[config.mk]
export PLATFORM = sky130hd
export DESIGN_NAME = mem_arbiter
export DESIGN_NICKNAME = d
export VERILOG_FILES = /design/src/rtl/mem_arbiter.sv
export SDC_FILE = /design/constraint.sdc
export NUM_CORES = 1
export LEC_CHECK = 0
export CORE_MARGIN = 4
export CORE_UTILIZATION = 47
export DETAILED_ROUTE_END_ITERATION = 16
export PLACE_DENSITY = 0.94
export SLEW_MARGIN = 10
export SYNTH_ARGS = -nofsm -noshare
export SYNTH_HDL_FRONTEND = slang
export SYNTH_SLANG_ARGS = --single-unit
[constraint.sdc]
create_clock -name clk -period 2.9 [get_ports clk]
set_clock_uncertainty 0.15 [all_clocks]
set_input_delay 0.58 -clock clk [delete_from_list [all_inputs] [get_ports clk]]
set_output_delay 0.58 -clock clk [all_outputs]
set_load 0.02 [all_outputs]
[src/rtl/mem_arbiter.sv]
// Two-port (fetch/data) arbiter in front of memory_top's single command interface.
// Defining MEM_ARB_RR_EN selects round-robin tie-breaking; otherwise the data port has fixed priority.
module mem_arbiter #(
    parameter int DATA_WIDTH     = 8,
    parameter int ADDR_WIDTH     = 16,
    parameter int TIMEOUT_CYCLES = 255
) (
    input  logic                  clk,
    input  logic                  reset,
    input  logic                  if_req,
    input  logic [ADDR_WIDTH-1:0] if_addr,
    output logic                  if_ack,
    output logic [DATA_WIDTH-1:0] if_rdata,
    output logic                  if_err,
    input  logic                  d_req,
    input  logic                  d_we,
    input  logic [ADDR_WIDTH-1:0] d_addr,
    input  logic [DATA_WIDTH-1:0] d_wdata,
    output logic                  d_ack,
    output logic                  d_err,
    output logic [DATA_WIDTH-1:0] d_rdata,
    output logic                  mem_rd_enable,
    output logic                  mem_wr_enable,
    output logic [ADDR_WIDTH-1:0] mem_addr,
    output logic [DATA_WIDTH-1:0] mem_wr_data,
    input  logic                  mem_busy,
    input  logic [DATA_WIDTH-1:0] mem_rd_data
);

    typedef enum logic [1:0] {IDLE, ISSUE, WAIT, DONE} state_t;

    localparam logic [7:0] TIMEOUT_LAST = 8'(TIMEOUT_CYCLES - 1);

    state_t     state;
    logic       grant_if;
    logic       lat_we;
    logic [7:0] wait_cnt;
    logic       pick_if;

`ifdef MEM_ARB_RR_EN
    logic rr_ptr;  // 1: fetch port wins the next tie

    always_comb begin
        pick_if = if_req && (!d_req || rr_ptr);
    end
`else
    always_comb begin
        pick_if = if_req && !d_req;
    end
`endif

    always_ff @(posedge clk) begin
        if (reset) begin
            state         <= IDLE;
            grant_if      <= 1'b0;
            lat_we        <= 1'b0;
            wait_cnt      <= '0;
            if_ack        <= 1'b0;
            if_err        <= 1'b0;
            if_rdata      <= '0;
            d_ack         <= 1'b0;
            d_err         <= 1'b0;
            d_rdata       <= '0;
            mem_rd_enable <= 1'b0;
            mem_wr_enable <= 1'b0;
            mem_addr      <= '0;
            mem_wr_data   <= '0;
`ifdef MEM_ARB_RR_EN
            rr_ptr        <= 1'b0;
`endif
        end else begin
            case (state)
                IDLE: begin
                    if ((if_req || d_req) && !mem_busy) begin
                        grant_if      <= pick_if;
                        lat_we        <= !pick_if && d_we;
                        mem_addr      <= pick_if ? if_addr : d_addr;
                        mem_wr_data   <= pick_if ? '0 : d_wdata;
                        mem_wr_enable <= !pick_if && d_we;
                        mem_rd_enable <= pick_if || !d_we;
                        state         <= ISSUE;
                    end
                end
                ISSUE: begin
                    mem_rd_enable <= 1'b0;
                    mem_wr_enable <= 1'b0;
                    wait_cnt      <= '0;
                    state         <= WAIT;
                end
                WAIT: begin
                    if (!mem_busy) begin
                        // Only the granted port's result registers are loaded; the other stays 0.
                        if (grant_if) begin
                            if_ack   <= 1'b1;
                            if_err   <= 1'b0;
                            if_rdata <= mem_rd_data;
                        end else begin
                            d_ack   <= 1'b1;
                            d_err   <= 1'b0;
                            d_rdata <= lat_we ? '0 : mem_rd_data;
                        end
                        state <= DONE;
                    end else begin
                        wait_cnt <= wait_cnt + 8'd1;
                        if (wait_cnt == TIMEOUT_LAST) begin
                            if (grant_if) begin
                                if_ack   <= 1'b1;
                                if_err   <= 1'b1;
                                if_rdata <= '0;
                            end else begin
                                d_ack   <= 1'b1;
                                d_err   <= 1'b1;
                                d_rdata <= '0;
                            end
                            state <= DONE;
                        end
                    end
                end
                DONE: begin
                    if_ack   <= 1'b0;
                    if_err   <= 1'b0;
                    if_rdata <= '0;
                    d_ack    <= 1'b0;
                    d_err    <= 1'b0;
                    d_rdata  <= '0;
`ifdef MEM_ARB_RR_EN
                    rr_ptr   <= !grant_if;
`endif
                    state    <= IDLE;
                end
                default: state <= IDLE;
            endcase
        end
    end

endmodule

==> impl_metrics.py <==
metrics = {
    "placed_design": {
        "hpwlAfterDp_um": 5240,
        "io_buffers": 99,
        "gp_congestion": 0.775,
        "placed_cell_area_mm2": 0.00360,
    },
    "synth": {
        "synth.distinct_cells": 39,
        "netlist_area_mm2": 0.00259,
        "synth-main-ff-cell": "dfxtp_1",
        "async_flop_share": 0,
        "synth-edff-count": 0,
        "syn_avg_cell_area_um2": 8.35,
        "yosysSeqAreaShare": 0.449,
        "synth_nets": 370,
        "ys_warn_count": 0,
        "ys_ff_latch": 58,
        "syn_inst": 310,
    },
    "sta": {
        "period_share": 0.771,
        "tightest_slew_ps": 823,
        "max_freq_mhz": 447,
        "period_needed_ps": 2240,
        "finalSetupViolations": 0,
        "holdWs_ps": 303,
        "hold_viol": 0,
        "tns_ps": 0,
        "rsz0062_at_grt": "false",
        "maxSlewViolCount": 0,
        "relSlewSlack": 0.448,
    },
    "final_layout": {
        "area_growth_pct": 47.6,
        "final_cell_area_mm2": 0.00382,
        "fin_util": 0.730,
        "nFillCells": 389,
        "drive_gt1_frac": 0.0733,
        "fin_nets": 464,
        "diodes": 0,
    },
    "clock_tree": {
        "cts_resized": 0,
        "clock_path_buffers": 2,
        "hold_buffers": 0,
        "clk_pin_slew_ps": 70,
        "clock_sinks": 58,
        "tritoncts": "yes",
        "htree_levels": 3,
        "root_buffer": "clkbuf_8",
        "clk_latency_ps": 330,
        "numCtsBuffers": 9,
        "postCtsSetupBuffers": 0,
    },
    "critical_path": {
        "critPathMaxFanout": 14,
        "endpoint_kind": "flop",
        "critPathKind": "reg2reg",
        "cp.required_ps": 3010,
        "slowest_delay_ps": 450,
        "crit_chain": "inv_1, ha_1, and2_1, o21ai_1, nand4_1, a21oi_1",
        "crit_path_top_delay_cell": "o21ai_1",
        "cp-start-kind": "flop",
        "cp.arrival_ps": 2340,
    },
    "run_status": {
        "status": "complete, no violations",
    },
    "floorplan": {
        "rows": 26,
        "die_height_um": 82.2,
        "ios": 100,
        "initial_core_util": 0.494,
        "die_w_um": 82.2,
        "core_mm2": 0.00524,
        "die_area_mm2": 0.00676,
    },
    "power_and_ir_drop": {
        "peakVddDrop_v": 0.000409,
        "leakage_nw": 1.34,
        "powerDensity_mw_per_mm2": 715,
        "finalPower_mw": 2.73,
    },
    "run": {
        "maxCapViolCount": 0,
    },
    "drt": {
        "drtIter0Drc": 152,
        "vias": 2632,
        "vias_per_cell": 5.49,
        "drc": 0,
        "ant_nets": 0,
        "first_pass_iters": 4,
        "wl_per_cell_um": 15.0,
        "routed_wl_um": 7190,
    },
    "worst_hold_path": {
        "hold_path_class": "reg2reg",
    },
    "grt": {
        "grt_first_pass_wirelength_um": 11400,
        "grt_overflow": 0,
        "grt_use_total": 0.220,
        "antenna_found_initial": 0,
        "grt_max_degree": 28,
        "grt_pass1_vias": 2565,
    },
}
layout by cell type, fill, tap and decap left out, drive strengths merged:
master,n
a211o,1
a211oi,3
a21o,2
a21oi,40
a311oi,16
a31oi,2
and2,3
and3,1
and4,1
buf,8
bufinv,2
clkbuf,11
clkdlybuf4s50,98
clkinv,2
clkinvlp,1
dfxtp,58
ha,6
inv,4
mux2,1
mux2i,1
nand2,51
nand2b,3
nand3,13
nand4,11
nand4b,1
nor2,27
nor2b,2
nor3,2
o21ai,20
o21ba,1
o311ai,3
o31a,2
or2,2
or4,1
or4b,9
flip-flops by register name, summed over array words and instances (netlist names):
register,flops
d_ack,1
d_err,1
d_rdata,8
grant_if,1
if_ack,1
if_err,1
if_rdata,8
lat_we,1
mem_addr,16
mem_rd_enable,1
mem_wr_data,8
mem_wr_enable,1
state,2
wait_cnt,8
synthesized netlist by cell type (all sizes together), types with 4 or more instances:
| cell | instances | area share |
|---|---|---|
| ha | 6 | 0.029 |
| or4b | 9 | 0.035 |
| clkbuf | 10 | 0.015 |
| nand2 | 51 | 0.074 |
| buf | 13 | 0.029 |
| a311oi | 16 | 0.054 |
| o21ai | 20 | 0.039 |
| a21oi | 40 | 0.083 |
| inv | 4 | 0.0058 |
| nand4 | 11 | 0.027 |
| nor2 | 27 | 0.039 |
| nand3 | 13 | 0.025 |
| dfxtp | 58 | 0.45 |
final timing paths:
path,to,slack (ps),startpoint,cells after the start
setup / recovery,d_rdata[2],660,state[0],6
hold / removal,mem_wr_data[4],300,mem_wr_data[4],2
setup reg to reg,d_rdata[2],660,state[0],6
hold reg to reg,mem_wr_data[4],300,mem_wr_data[4],2
metrics by stage:
stage | cells | setup WS [ps]
after CTS | 479 | 666
after global placement | 463 | 563
final | 479 | 664
after detailed placement | 463 | 459
after floorplan | 310 | 1020
after global routing | 479 | 517
power by group:
group          leakage, nW  internal [mW]  total, mW  switching (mW)
Combinational        0.763          0.400      0.930           0.530
Clock                0.109          0.504      0.817           0.313
Sequential           0.472          0.913      0.983          0.0696
metal layers:
metal  global-route usage  wire, um  up-vias
met5                    0         0        -
met4               0.0831       146        0
met3               0.0987       674       18
met2                0.379      3660      105
met1                0.234      2710     1197
li1                     -         -     1312
critical path: cells and delay by family, from the launching register on:
| kind | cells | cell delay [ps] |
|---|---|---|
| fa+ha+maj | 1 | 370 |
| simple gates | 2 | 500 |
| buf+inv | 1 | 80 |
| compound gates | 2 | 670 |
| flops | 1 | 380 |
cell families after synthesis:
| group | after synthesis | share of synthesized area |
|---|---|---|
| compound gates | 90 | 0.219 |
| fa+ha+maj | 6 | 0.0290 |
| buf+inv | 27 | 0.0493 |
| flops | 58 | 0.449 |
| mux | 2 | 0.00822 |
| simple gates | 127 | 0.246 |
final cells by class:
| class | instances | area (um^2) | share of cell area |
|---|---|---|---|
| multi-input cells | 225 | 1300 | 0.340 |
| flip-flops and latches | 58 | 1160 | 0.304 |
| repair buffers | 106 | 1040 | 0.272 |
| clock buffers | 11 | 141 | 0.0370 |
| well taps | 70 | 87.6 | 0.0229 |
| clock inverters | 5 | 77.6 | 0.0203 |
| inverters | 4 | 15.0 | 0.00393 |
Power figures use the tool's default switching activity.
